**src/rtl/neuron_tdm_sched.sv**
```systemverilog
// Time-division-multiplexed sequencer: streams per-neuron state and currents through one LIF PU,
// writes results back and queues spike events. Define NEURON_TDM_SCHED_SPKCNT_EN to add o_spk_count.
module neuron_tdm_sched #(
   parameter int NUM_NEURONS    = 64,
   parameter int VMEM_WIDTH     = 16,
   parameter int DATA_WIDTH     = 8,
   parameter int REF_WIDTH      = 3,
   parameter int V_RESET        = 0,
   parameter int TS_WIDTH       = 16,
   parameter int SPK_FIFO_DEPTH = 4
) (
   input  logic                           clk,
   input  logic                           rst_n,
   input  logic                           i_step_start,
   output logic                           o_busy,
   output logic                           o_step_done,
   output logic [TS_WIDTH-1:0]            o_timestep,
   input  logic                           i_cur_valid,
   output logic                           o_cur_ready,
   input  logic [DATA_WIDTH-1:0]          i_cur_data,
   output logic                           o_pu_valid,
   output logic [VMEM_WIDTH-1:0]          o_pu_vmem,
   output logic [REF_WIDTH-1:0]           o_pu_ref_ctr,
   output logic [DATA_WIDTH-1:0]          o_pu_syn,
   input  logic                           i_pu_spike,
   input  logic [VMEM_WIDTH-1:0]          i_pu_vmem,
   input  logic [REF_WIDTH-1:0]           i_pu_ref_ctr,
   output logic                           o_spk_valid,
   input  logic                           i_spk_ready,
   output logic [$clog2(NUM_NEURONS)-1:0] o_spk_id,
   output logic [TS_WIDTH-1:0]            o_spk_ts
`ifdef NEURON_TDM_SCHED_SPKCNT_EN
   ,
   output logic [$clog2(NUM_NEURONS):0]   o_spk_count
`endif
);

   localparam int IDX_W = $clog2(NUM_NEURONS);
   localparam int FA_W  = $clog2(SPK_FIFO_DEPTH);
   localparam int FC_W  = FA_W + 1;
   localparam int FR_W  = FC_W + 1;
   localparam logic [IDX_W-1:0] LAST_IDX = IDX_W'(NUM_NEURONS - 1);
   localparam logic [IDX_W-1:0] IDX_ZERO = {IDX_W{1'b0}};

   typedef enum logic [1:0] {
      ST_CLEAR = 2'd0,
      ST_IDLE  = 2'd1,
      ST_RUN   = 2'd2,
      ST_DRAIN = 2'd3
   } state_t;

   state_t               state_r, state_s;
   logic [IDX_W-1:0]     idx_r, idx_s;
   logic [IDX_W-1:0]     wb_idx_r;
   logic                 wb_valid_r;
   logic [TS_WIDTH-1:0]  ts_r;
   logic                 step_done_r;
   logic                 issue_s, done_s, start_s, room_s, push_s, pop_s;

   logic [VMEM_WIDTH-1:0] vmem_mem_r [NUM_NEURONS];
   logic [REF_WIDTH-1:0]  ref_mem_r  [NUM_NEURONS];
   logic                  mem_we_s;
   logic [IDX_W-1:0]      mem_addr_s;
   logic [VMEM_WIDTH-1:0] mem_vmem_s;
   logic [REF_WIDTH-1:0]  mem_ref_s;

   logic [IDX_W-1:0]     fifo_id_r [SPK_FIFO_DEPTH];
   logic [TS_WIDTH-1:0]  fifo_ts_r [SPK_FIFO_DEPTH];
   logic [FA_W-1:0]      wr_ptr_r, rd_ptr_r;
   logic [FC_W-1:0]      count_r;

   // Issue is throttled so every in-flight writeback already owns a free FIFO slot.
   assign room_s = ({1'b0, count_r} + FR_W'(wb_valid_r)) < FR_W'(SPK_FIFO_DEPTH);
   assign push_s = wb_valid_r && i_pu_spike;
   assign pop_s  = (count_r != {FC_W{1'b0}}) && i_spk_ready;

   // Next-state and issue decision
   always_comb begin
      state_s = state_r;
      idx_s   = idx_r;
      issue_s = 1'b0;
      done_s  = 1'b0;
      start_s = 1'b0;
      case (state_r)
         ST_CLEAR: begin
            if (idx_r == LAST_IDX) begin
               state_s = ST_IDLE;
               idx_s   = IDX_ZERO;
            end else begin
               idx_s = idx_r + IDX_W'(1);
            end
         end
         ST_IDLE: begin
            if (i_step_start) begin
               start_s = 1'b1;
               idx_s   = IDX_ZERO;
               state_s = ST_RUN;
            end else begin
               state_s = ST_IDLE;
            end
         end
         ST_RUN: begin
            if (i_cur_valid && room_s) begin
               issue_s = 1'b1;
               if (idx_r == LAST_IDX) begin
                  idx_s   = IDX_ZERO;
                  state_s = ST_DRAIN;
               end else begin
                  idx_s = idx_r + IDX_W'(1);
               end
            end else begin
               state_s = ST_RUN;
            end
         end
         ST_DRAIN: begin
            // The last issue always leaves exactly one writeback pending here.
            done_s  = 1'b1;
            state_s = ST_IDLE;
         end
         default: begin
            state_s = ST_CLEAR;
            idx_s   = IDX_ZERO;
         end
      endcase
   end

   // Control registers
   always_ff @(posedge clk or negedge rst_n) begin
      if (!rst_n) begin
         state_r     <= ST_CLEAR;
         idx_r       <= IDX_ZERO;
         wb_idx_r    <= IDX_ZERO;
         wb_valid_r  <= 1'b0;
         ts_r        <= {TS_WIDTH{1'b0}};
         step_done_r <= 1'b0;
      end else begin
         state_r     <= state_s;
         idx_r       <= idx_s;
         wb_valid_r  <= issue_s;
         step_done_r <= done_s;
         if (issue_s) begin
            wb_idx_r <= idx_r;
         end
         if (done_s) begin
            ts_r <= ts_r + TS_WIDTH'(1);
         end
      end
   end

   // State memory write port: clear sweep or PU writeback
   always_comb begin
      mem_we_s   = 1'b0;
      mem_addr_s = wb_idx_r;
      mem_vmem_s = i_pu_vmem;
      mem_ref_s  = i_pu_ref_ctr;
      if (state_r == ST_CLEAR) begin
         mem_we_s   = 1'b1;
         mem_addr_s = idx_r;
         mem_vmem_s = VMEM_WIDTH'(V_RESET);
         mem_ref_s  = {REF_WIDTH{1'b0}};
      end else if (wb_valid_r) begin
         mem_we_s = 1'b1;
      end else begin
         mem_we_s = 1'b0;
      end
   end

   // State memory storage (not reset; initialised by the clear sweep)
   always_ff @(posedge clk) begin
      if (mem_we_s) begin
         vmem_mem_r[mem_addr_s] <= mem_vmem_s;
         ref_mem_r[mem_addr_s]  <= mem_ref_s;
      end
   end

   // Spike FIFO pointers and occupancy
   always_ff @(posedge clk or negedge rst_n) begin
      if (!rst_n) begin
         wr_ptr_r <= {FA_W{1'b0}};
         rd_ptr_r <= {FA_W{1'b0}};
         count_r  <= {FC_W{1'b0}};
      end else begin
         if (push_s) begin
            wr_ptr_r <= wr_ptr_r + FA_W'(1);
         end
         if (pop_s) begin
            rd_ptr_r <= rd_ptr_r + FA_W'(1);
         end
         count_r <= count_r + FC_W'(push_s) - FC_W'(pop_s);
      end
   end

   // Spike FIFO storage; entries carry the timestep they were produced in
   always_ff @(posedge clk) begin
      if (push_s) begin
         fifo_id_r[wr_ptr_r] <= wb_idx_r;
         fifo_ts_r[wr_ptr_r] <= ts_r;
      end
   end

   // PU issue outputs
   always_comb begin
      o_cur_ready = issue_s;
      o_pu_valid  = issue_s;
      if (issue_s) begin
         o_pu_vmem    = vmem_mem_r[idx_r];
         o_pu_ref_ctr = ref_mem_r[idx_r];
         o_pu_syn     = i_cur_data;
      end else begin
         o_pu_vmem    = {VMEM_WIDTH{1'b0}};
         o_pu_ref_ctr = {REF_WIDTH{1'b0}};
         o_pu_syn     = {DATA_WIDTH{1'b0}};
      end
   end

   // Spike stream head
   always_comb begin
      if (count_r != {FC_W{1'b0}}) begin
         o_spk_valid = 1'b1;
         o_spk_id    = fifo_id_r[rd_ptr_r];
         o_spk_ts    = fifo_ts_r[rd_ptr_r];
      end else begin
         o_spk_valid = 1'b0;
         o_spk_id    = IDX_ZERO;
         o_spk_ts    = {TS_WIDTH{1'b0}};
      end
   end

   assign o_busy      = (state_r != ST_IDLE);
   assign o_step_done = step_done_r;
   assign o_timestep  = ts_r;

`ifdef NEURON_TDM_SCHED_SPKCNT_EN
   localparam int CNT_W = IDX_W + 1;
   logic [CNT_W-1:0] spk_cnt_r;
   logic [CNT_W-1:0] spk_count_r;

   // Per-step spike counter, latched together with the step-done pulse
   always_ff @(posedge clk or negedge rst_n) begin
      if (!rst_n) begin
         spk_cnt_r   <= {CNT_W{1'b0}};
         spk_count_r <= {CNT_W{1'b0}};
      end else begin
         if (start_s) begin
            spk_cnt_r <= {CNT_W{1'b0}};
         end else if (push_s) begin
            spk_cnt_r <= spk_cnt_r + CNT_W'(1);
         end else begin
            spk_cnt_r <= spk_cnt_r;
         end
         if (done_s) begin
            spk_count_r <= spk_cnt_r + CNT_W'(push_s);
         end
      end
   end

   assign o_spk_count = spk_count_r;
`endif

endmodule

```
**config.mk**
```make
export PLATFORM = sky130hd
export DESIGN_NAME = neuron_tdm_sched
export DESIGN_NICKNAME = d
export VERILOG_FILES = /design/src/rtl/neuron_tdm_sched.sv
export SDC_FILE = /design/constraint.sdc
export NUM_CORES = 1
export LEC_CHECK = 0
export BUFFER_PORTS_ARGS = -buffer_cell sky130_fd_sc_hd__buf_2
export CAP_MARGIN = 20
export CORE_MARGIN = 1.5
export CORE_UTILIZATION = 60
export CTS_CLUSTER_SIZE = 30
export DETAILED_ROUTE_END_ITERATION = 8
export PLACE_DENSITY_LB_ADDON = 0.05
export SYNTH_ARGS = -nofsm -noshare
export SYNTH_HDL_FRONTEND = slang
export SYNTH_SLANG_ARGS = --single-unit
```
**constraint.sdc**
```tcl
create_clock -name clk -period 4.1 [get_ports clk]
set_input_delay 0.205 -clock clk [delete_from_list [all_inputs] [get_ports clk]]
set_output_delay 0.205 -clock clk [all_outputs]
set_load 0.03 [all_outputs]
```
== Yosys cells after proc, flatten, opt, wreduce, memory -nomap -nowiden ==
Memories as Yosys holds them, arrays and structs flattened.
Index checks and enable logic that the tools add are counted.

* Output and inout bits: 70
* Word-level logic and storage cells: 65
* Memories kept: 4
* Bits in writable memories: 1,304
* Bits in registers: 39

* Add/sub/neg operators: 7
* Order comparisons: 1
* Reductions and logical operators: 8
* Equality and inequality tests: 9
* Mux-type cells: 27

{| class="wikitable"
|+ Memory list
! memory !! words !! bits a word !! rd ports !! clocked after Yosys merged registers in !! write ports !! line !! RTL
|-
| vmem_mem_r || 64 || 16 || 1 || 0 || 1 || 60 || <nowiki>logic [VMEM_WIDTH-1:0] vmem_mem_r [NUM_NEURONS];</nowiki>
|-
| ref_mem_r || 64 || 3 || 1 || 0 || 1 || 61 || <nowiki>logic [REF_WIDTH-1:0] ref_mem_r [NUM_NEURONS];</nowiki>
|-
| fifo_ts_r || 4 || 16 || 1 || 0 || 1 || 68 || <nowiki>logic [TS_WIDTH-1:0] fifo_ts_r [SPK_FIFO_DEPTH];</nowiki>
|-
| fifo_id_r || 4 || 6 || 1 || 0 || 1 || 67 || <nowiki>logic [IDX_W-1:0] fifo_id_r [SPK_FIFO_DEPTH];</nowiki>
|}

{| class="wikitable"
|+ Operators with widths
! operator !! count
|-
| 16-bit two-way mux || 3
|-
| 6-bit two-way mux || 5
|-
| 6-bit case mux with 3 select lines || 1
|-
| 16-bit by 1-bit adder with 16-bit output (second input constant) || 1
|-
| 1-bit two-way mux || 10
|-
| 2-bit two-way mux || 4
|-
| 8-bit two-way mux || 1
|-
| 2-bit case mux with 4 select lines || 1
|-
| 6-bit by 1-bit adder with 6-bit output (second input constant) || 1
|-
| 6-bit equality test (second input constant) || 1
|-
| 3-bit two-way mux || 2
|-
| 2-bit inequality test (second input constant) || 3
|-
| 3-bit nonzero test || 2
|-
| 2-bit by 1-bit adder with 2-bit output (second input constant) || 2
|-
| 3-bit by 1-bit adder with 4-bit output || 1
|-
| 2-bit equality test (second input constant) || 2
|-
| 4-bit by 3-bit less-than comparator with 1-bit output (second input constant) || 1
|-
| 3-bit by 1-bit adder with 3-bit output || 1
|-
| 1-bit logical AND || 3
|-
| 3-bit inequality test (second input constant) || 1
|-
| 3-bit AND reduction || 1
|-
| 3-bit by 1-bit subtractor with 3-bit output || 1
|-
| 2-bit by 1-bit equality test with 1-bit output (second input constant) || 1
|-
| 2-bit zero test || 1
|-
| other kinds (2) || 2
|}

== Depth between registers and ports, before layout ==
Gate-level depths: netlist (run 1).

* Depth after elaboration: 6
* Gate-level depth with buffers: 9
* Mapped depth without buffers: 7

== Worst setup path before layout (run 1) ==
No wires, ideal clock.

* Path kind: reg2reg
* Start: register state_r[0]
* End: memory vmem_mem_r[0][10], data pin
* Library setup time: 0.514 ns
* Clock period less this slack: 3.447 ns
* Data required time: 3.586 ns
* Slack: 0.653 ns
* Arrival: 2.932 ns
* Buffers on the path: 3
* Stages on the path, launching flop included: 7
* Cell sequence: dfrtp_1 > inv_1 > ha_1 > clkbuf_1 > clkbuf_1 > clkbuf_1 > nor2b_1

* Word-level cells in the longest chain between the ends: 2

{| class="wikitable"
|+ Ends and longest elaborated chain
! what !! line !! RTL
|-
| from (decl) || 52 || <nowiki>state_t state_r, state_s;</nowiki>
|-
| from (signal assigned) || 137 || <nowiki>state_r <= state_s;</nowiki>
|-
| 2-bit zero test || 156 || <nowiki>if (state_r == ST_CLEAR) begin</nowiki>
|-
| 16-bit two-way mux || 156 ||
|-
| named net mem_vmem_s[10] || 64 || <nowiki>logic [VMEM_WIDTH-1:0] mem_vmem_s;</nowiki>
|-
| to (decl) || 60 ||
|}

The timed path passes the listed nets, and every way through them passes these cells.

== Worst setup path in the final report (run 1) ==
* Start: register idx_r[0]
* End: output o_pu_vmem[6]

* Word-level cells in the longest chain between the ends: 2

{| class="wikitable"
|+ Ends and longest elaborated chain
! what !! line !! RTL
|-
| from (decl) || 53 || <nowiki>logic [IDX_W-1:0] idx_r, idx_s;</nowiki>
|-
| from (signal assigned) || 138 || <nowiki>idx_r <= idx_s;</nowiki>
|-
| memory 64 x 16 bit || -- ||
|-
| 16-bit two-way mux || 205 || <nowiki>if (issue_s) begin</nowiki>
|-
| to (decl) || 22 || <nowiki>output logic [VMEM_WIDTH-1:0] o_pu_vmem,</nowiki>
|}

No other way between the ends.

==> results of run 1 <==
logic make-up (layout without fill, tap and decap cells):
group,Yosys count,count (layout),share of synthesized area
compound gates,198,198,0.0251
xor+xnor,19,19,0.00322
fa+ha+maj,14,14,0.00354
buf+inv,144,550,0.0159
flops,1343,1343,0.777
mux,366,366,0.150
other cells,0,1,0
simple gates,255,255,0.0249
cells in the final DEF (no fill, tap or decap), types with 29 or more instances in the layout:
cell type,netlist,final
sky130_fd_sc_hd__dfrtp_1,39,36
sky130_fd_sc_hd__nor2_2,0,59
sky130_fd_sc_hd__edfxtp_1,1304,1304
sky130_fd_sc_hd__buf_4,17,164
sky130_fd_sc_hd__buf_2,44,102
sky130_fd_sc_hd__clkbuf_16,0,141
sky130_fd_sc_hd__mux4_2,325,325
sky130_fd_sc_hd__clkbuf_1,40,29
sky130_fd_sc_hd__mux2i_1,33,33
sky130_fd_sc_hd__o22ai_1,117,116
sky130_fd_sc_hd__nand2_1,41,41
how the worst min path moves through the flow:
stage	endpoint	startpoint	slack [ns]
3_3_place_gp	o_timestep[15]$_DFFE_PN0P_	rst_n	0.38
6_report	o_timestep[12]$_DFFE_PN0P_	rst_n	0.18
4_1_cts	o_timestep[14]$_DFFE_PN0P_	rst_n	0.18
2_1_floorplan	count_r[0]$_DFF_PN0_	rst_n	-0.09
3_5_place_dp	o_timestep[10]$_DFFE_PN0P_	rst_n	0.40
5_1_grt	o_timestep[15]$_DFFE_PN0P_	rst_n	0.25
worst max-delay path, delay by kind of cell, from the launching register on:
family	cells	cell delay [ns]
buf+inv	2	0.76
flops	1	0.69
simple gates	1	0.64
compound gates	2	0.59
mux	1	0.30
registers in the layout, indices dropped and copies added (netlist names):
| name | count |
|---|---|
| vmem_mem_r | 1024 |
| ref_mem_r | 192 |
| fifo_ts_r | 64 |
| fifo_id_r | 24 |
| o_timestep | 16 |
| idx_r | 6 |
| wb_idx_r | 6 |
| count_r | 3 |
| rd_ptr_r | 2 |
| state_r | 2 |
| wr_ptr_r | 2 |
| o_step_done | 1 |
| wb_valid_r | 1 |
layout make-up:
class / count / area, µm² / area share
clock buffer: 174 / 3690 / 0.0624
tap: 1144 / 1430 / 0.0242
antenna: 1 / 2.50 / 0.0000423
multi-input combinational: 852 / 11000 / 0.186
timing repair buffer: 294 / 2280 / 0.0386
clock inverter: 62 / 526 / 0.00889
sequential: 1343 / 40100 / 0.679
inverter: 20 / 75.1 / 0.00127
routing by layer:
layer  GRT usage  vias to the layer above  routed length, µm
met4       0.109                        0               4190
met1       0.437                    13900              51200
met2       0.472                     1350              62700
li1            -                    10500                  -
met5           0                        -                  0
met3      0.0519                      204              10900
where the power goes:
part	internal, mW	switching (mW)	leakage, nW
combinational	3.99	6.15	4.82
sequential	16.6	0.363	12.4
clock	6.79	4.99	2.05
timing repair:
action	4_1_cts	5_1_grt
setup buffers	1	0
endpoints found under the setup margin	1	3
resized for setup	0	3
hold endpoints to repair	46	0
hold buffers	5	0
pin swaps	0	0
==> load_flow_metrics.sql, run 1 <==
INSERT INTO impl_metrics (metric_group, metric, value, unit) VALUES
('clock_network', 'cts.htree.levels', '4', ''),
('detailed_routing', 'number_of_iterations_in_the_first_detailed_routing_pass', '5', ''),
('logic_synthesis', 'synth_ff_type', 'sky130_fd_sc_hd__edfxtp_1', ''),
('timing', 'max_slew.worst_pin.slew', '1.06', 'ns'),
('timing', 'clock_skew', '0.0238', 'ns'),
('logic_synthesis', 'synth-edff-count', '1304', ''),
('job', 'max_capacitance_violation_total', '0', ''),
('logic_synthesis', 'post_synth.cell_area_avg', '22.1', 'µm²'),
('global_routing', 'antenna_violations_before_repair', '4', ''),
('worst_setup_path', 'path_class', 'reg2out', ''),
('global_routing', 'grt_max_degree', '65', ''),
('floorplanning', 'die_width', '296', 'µm'),
('pwr', 'p_leak', '19.3', 'nW'),
('finish', 'layout.nets', '2693', ''),
('detailed_routing', 'route.detailed.vias_per_inst', '6.66', ''),
('floorplanning', 'start_util', '0.606', ''),
('floorplanning', 'full_die_area', '87800', 'µm²'),
('worst_setup_path', 'critical_path.slowest_cell', 'sky130_fd_sc_hd__dfrtp_4', ''),
('floorplanning', 'core_area', '85100', 'µm²'),
('placed_design', 'detailed_place_hpwl', '77.7', 'mm'),
('logic_synthesis', 'synth_sequential_area_ratio', '0.777', ''),
('pwr', 'fin_total_pwr', '38.9', 'mW'),
('clock_network', 'clock_tree.buffer_depth', '3', ''),
('logic_synthesis', 'syn_area', '51600', 'µm²'),
('worst_setup_path', 'cp-startpoint', 'idx_r[0]$_DFFE_PN0P_', ''),
('worst_setup_path', 'r2r.worst_path.cells', '6', ''),
('global_routing', 'vias_in_the_first_global_route', '25900', ''),
('worst_setup_path', 'worstSetupEndpointType', 'output pin', ''),
('placed_design', 'io_buffer_count', '102', ''),
('worst_setup_path', 'crit_path_max_fanout', '20', ''),
('detailed_routing', 'drt-wirelength-per-cell', '33.2', 'µm'),
('clock_network', 'tritoncts', 'yes', ''),
('pwr', 'powerDensity', '657', 'nW/µm²'),
('detailed_routing', 'drt_first_iter_violations', '3235', ''),
('worst_setup_path', 'critPathArrivalTime', '3.72', 'ns'),
('detailed_routing', 'postRouteWirelength', '129', 'mm'),
('timing', 'timing_max_transition_violations_final', '0', ''),
('timing', 'setup_ws', '0.173', 'ns'),
('timing', 'final_hold_viol_count', '0', ''),
('detailed_routing', 'drt.antenna.violating_nets', '0', ''),
('logic_synthesis', 'ys_async_sr_fraction', '0.0290', ''),
('logic_synthesis', 'yosysMostFrequentCell', 'sky130_fd_sc_hd__edfxtp_1', ''),
('worst_setup_path', 'worstSetupStartpointType', 'flop', ''),
('clock_network', 'cts.sinks', '1343', ''),
('worst_setup_path', 'worst_reg2reg_path_startpoint', 'state_r[1]$_DFFE_PN0P_', ''),
('logic_synthesis', 'synthesis.instances', '2339', ''),
('logic_synthesis', 'synth_area_leaders', 'sky130_fd_sc_hd__edfxtp_1, sky130_fd_sc_hd__mux4_2, sky130_fd_sc_hd__dfrtp_1', ''),
('floorplanning', 'io_pins', '103', ''),
('placed_design', 'preCtsSetupSlack', '0.728', 'ns'),
('placed_design', 'placed_cell_area', '54700', 'µm²'),
('floorplanning', 'number_of_standard_cell_rows_in_the_floorplan', '107', ''),
('timing', 'post-route-min-period', '3.93', 'ns'),
('worst_setup_path', 'cp_cell_sequence', 'buf_4, mux4_2, o22ai_1, or4_1, o22ai_1, buf_2', ''),
('floorplanning', 'die_h', '296', 'µm'),
('timing', 'max_slew_margin', '0.292', ''),
('global_routing', 'globalRouteTotalUtil', '0.302', ''),
('run_status', 'outcome', 'finished clean', ''),
('logic_synthesis', 'yosysWarnings', '0', ''),
('finish', 'area_growth', '14.5', '%'),
('finish', 'drive_above_1_share', '0.324', ''),
('finish', 'final_cell_count_no_fill', '3890', ''),
('worst_setup_path', 'crit_end', 'o_pu_vmem[6]', ''),
('finish', 'utilization_of_the_core_after_routing', '0.694', ''),
('hold_path', 'hp-class', 'in2async', ''),
('logic_synthesis', 'postSynthRegisterBits', '1343', ''),
('worst_setup_path', 'critical_path.most_common_cell', 'sky130_fd_sc_hd__o22ai_1', ''),
('placed_design', 'post-place-cells', '3644', ''),
('timing', 'setup_tns', '0', 'ns'),
('logic_synthesis', 'netlist.area_leader.share', '0.758', ''),
('clock_network', 'root_buffer', 'sky130_fd_sc_hd__clkbuf_16', ''),
('global_routing', 'grt_pass1_wl', '184', 'mm');
Note: power is estimated with default switching activity, not from simulation.
==> run 2, diff against run 1 <==
Settings changed: GPL_ROUTABILITY_DRIVEN from default to 0, PLACE_DENSITY from default to 0.77, PLACE_DENSITY_LB_ADDON 0.05 to default.
==> run 2 against run 1 <==
Effect of this change:
- combinational power about the same
- via count up 3.3%
- final cell count down 0.72%
- critical path depth is the same
- total power is 1.1% lower
- first-iteration DRC count grew 30%
==> load_flow_metrics.sql, run 2 (synthesis results as in run 1) <==
INSERT INTO impl_metrics (metric_group, metric, value, unit) VALUES
('finish', 'layout.nets', '2656', ''),
('finish', 'area_growth', '13.6', '%'),
('hold_path', 'hp-class', 'in2async', ''),
('floorplanning', 'core_area', '85100', 'µm²'),
('global_routing', 'globalRouteOverflowTotal', '0', ''),
('detailed_routing', 'drt_first_iter_violations', '4211', ''),
('placed_design', 'preCtsSetupSlack', '0.451', 'ns'),
('clock_network', 'cts.clk_slew.worst_paths', '0.07', 'ns'),
('worst_setup_path', 'crit_path_max_fanout', '18', ''),
('pwr', 'power.sequential.fraction', '0.442', ''),
('timing', 'final_hold_viol_count', '0', ''),
('worst_setup_path', 'critPathBufInv', '2', ''),
('finish', 'registers.top_by_ff_count', 'vmem_mem_r', ''),
('timing', 'grt_setup_unrepaired', 'no', ''),
('pwr', 'swShare', '0.301', ''),
('global_routing', 'globalRouteMet3Util', '0.0829', ''),
('timing', 'max_slew.worst_pin.slew', '1.12', 'ns'),
('placed_design', 'io_buffer_count', '102', ''),
('detailed_routing', 'postRouteWirelength', '131', 'mm'),
('timing', 'setup_tns', '0', 'ns'),
('clock_network', 'tritoncts', 'yes', ''),
('global_routing', 'met1_global_route_usage', '0.412', ''),
('detailed_routing', 'post-route-drc-count', '0', ''),
('worst_setup_path', 'path_class', 'reg2out', ''),
('timing', 'clock_skew', '0.0185', 'ns'),
('worst_setup_path', 'worstSetupEndpointType', 'output pin', ''),
('finish', 'commonest_cells_after_routing_fill_and_taps_aside', 'sky130_fd_sc_hd__edfxtp_1, sky130_fd_sc_hd__mux4_2, sky130_fd_sc_hd__buf_4', ''),
('worst_setup_path', 'cp-startpoint', 'idx_r[4]$_DFFE_PN0P_', ''),
('clock_network', 'cts.htree.levels', '4', ''),
('pwr', 'netSwitchingPower', '11.6', 'mW'),
('clock_network', 'root_buffer', 'sky130_fd_sc_hd__clkbuf_16', ''),
('worst_setup_path', 'cp_cell_sequence', 'or3b_2, buf_4, o22ai_1, or4_1, o22ai_1, buf_2', ''),
('global_routing', 'vias_in_the_first_global_route', '26500', ''),
('global_routing', 'globalRouteTotalUtil', '0.303', ''),
('worst_setup_path', 'cp_data_required_time', '3.89', 'ns'),
('floorplanning', 'number_of_standard_cell_rows_in_the_floorplan', '107', ''),
('run_status', 'outcome', 'finished clean', ''),
('global_routing', 'use_met2', '0.471', ''),
('global_routing', 'antenna_violations_before_repair', '8', ''),
('pwr', 'clockPowerShare', '0.299', ''),
('worst_setup_path', 'worstSetupStartpointType', 'flop', ''),
('finish', 'drive_above_1_share', '0.313', ''),
('worst_setup_path', 'timing.critical_path.max_delay_family', 'simple AND/OR/NAND/NOR gates', ''),
('finish', 'num-fill-cells', '4874', ''),
('detailed_routing', 'num_vias', '26800', ''),
('floorplanning', 'io_pins', '103', ''),
('clock_network', 'cts.sinks', '1343', ''),
('finish', 'multiInputGateArea', '11000', 'µm²'),
('timing', 'period_share', '0.998', ''),
('timing', 'hold_ws', '0.167', 'ns'),
('worst_setup_path', 'critPathArrivalTime', '3.89', 'ns'),
('placed_design', 'post-place-cells', '3609', ''),
('floorplanning', 'full_die_area', '87800', 'µm²'),
('clock_network', 'clock_tree.buffer_depth', '3', ''),
('finish', 'reg_top3', 'vmem_mem_r x1024, ref_mem_r x192, fifo_ts_r x64', ''),
('detailed_routing', 'route.detailed.vias_per_inst', '6.93', ''),
('finish', 'largest_reg_flops', '1024', ''),
('global_routing', 'gr-max-usage-layer', 'met2', ''),
('timing', 'peak_clock_frequency_supported_by_timing', '244', 'MHz'),
('pwr', 'fin_total_pwr', '38.4', 'mW'),
('floorplanning', 'die_width', '296', 'µm'),
('pwr', 'irDropWorstVdd', '458', 'µV'),
('worst_setup_path', 'critical_path.slowest_cell', 'sky130_fd_sc_hd__dfrtp_1', ''),
('timing', 'timing_max_transition_violations_final', '0', ''),
('worst_setup_path', 'critical_path.most_common_cell', 'sky130_fd_sc_hd__o22ai_1', ''),
('pwr', 'combPwrFrac', '0.259', ''),
('finish', 'register_area', '40100', 'µm²'),
('timing', 'max_slew_margin', '0.256', ''),
('pwr', 'p_leak', '19.1', 'nW'),
('finish', 'final_cell_count_no_fill', '3862', ''),
('clock_network', 'tritoncts.num_buffers', '131', ''),
('worst_setup_path', 'cp_slowest_stage_delay', '0.72', 'ns'),
('timing', 'setup_viol_count_final', '0', ''),
('timing', 'post-route-min-period', '4.09', 'ns'),
('pwr', 'cellInternalPower', '26.9', 'mW'),
('global_routing', 'grt_pass1_wl', '186', 'mm'),
('floorplanning', 'start_util', '0.606', ''),
('finish', 'commonest_non_fill_non_tap_cell_in_the_layout', 'sky130_fd_sc_hd__edfxtp_1', ''),
('detailed_routing', 'number_of_iterations_in_the_first_detailed_routing_pass', '6', ''),
('job', 'max_capacitance_violation_total', '0', ''),
('detailed_routing', 'drt-wirelength-per-cell', '33.9', 'µm'),
('pwr', 'powerDensity', '656', 'nW/µm²'),
('worst_setup_path', 'worst_reg2reg_path_startpoint', 'state_r[0]$_DFFE_PN0P_', ''),
('clock_network', 'clk_latency', '0.74', 'ns'),
('detailed_routing', 'drt.antenna.violating_nets', '0', ''),
('timing', 'setup_ws', '0.00837', 'ns'),
('global_routing', 'grt_max_degree', '65', ''),
('placed_design', 'detailed_place_hpwl', '72.7', 'mm'),
('floorplanning', 'die_h', '296', 'µm');
run 2: changes by cell type in the layout (fill, tap and decap cells not counted), sizes merged:
cell | previous run | this run
diode | 1 | 2
clkinv | 47 | 62
or3b | 2 | 3
clkinvlp | 3 | 1
buf | 289 | 255
clkbuf | 174 | 166
bufinv | 7 | 6
run 2: layout make-up:
type | count | area share
Clock buffer | 166 | 0.0583
Clock inverter | 74 | 0.0114
Timing Repair Buffer | 260 | 0.0329
Tap cell | 1144 | 0.0244
Antenna cell | 2 | 0.0000854
Inverter | 20 | 0.00128
Multi-Input combinational cell | 853 | 0.187
Sequential cell | 1343 | 0.685
run 2: worst paths after layout:
check	slack, ns	to	cells after the start
setup reg to reg	0.71	vmem_mem_r[34][6]$_DFFE_PP_	7
setup / recovery	0.008	o_pu_ref_ctr[1]	6
hold / removal	0.17	wr_ptr_r[1]$_DFFE_PN0N_	2
min in group clk	0.25	ref_mem_r[0][0]$_DFFE_PP_	3
hold reg to reg	0.54	wr_ptr_r[0]$_DFFE_PN0N_	1
max in group asynchronous	3.24	idx_r[1]$_DFFE_PN0P_	2
run 2: power by group through the flow:
stage	Combinational, mW	Clock [mW]	Sequential, mW
2_1_floorplan	6.56	0	17.1
3_3_place_gp	9.21	0	17.3
3_5_place_dp	9.49	0	17.3
4_1_cts	9.80	11.6	17.0
5_1_grt	10.4	12.1	17.0
6_report	9.96	11.5	17.0
run 2: what timing repair did:
action,4_1_cts,5_1_grt
resized for setup,3,1
gates cloned,1,0
buffers inserted,2,3
hold buffers,5,0
endpoints found under the hold margin,47,0
setup endpoints to repair,16,6
run 2: stage by stage:
stage	util	area [µm²]
after floorplan	-	51600
after global placement	0.638	54400
after detailed placement	0.639	54400
after CTS	0.688	58600
after global routing	0.688	58600
final	0.689	58600
run 2: layer usage:
layer | share of wire | up-vias | routed length [µm]
met4 | 0.045 | 6 | 5910
met2 | 0.48 | 2159 | 62500
met3 | 0.13 | 347 | 16700
met1 | 0.35 | 13900 | 45700
li1 | - | 10400 | -
met5 | 0.00052 | - | 68
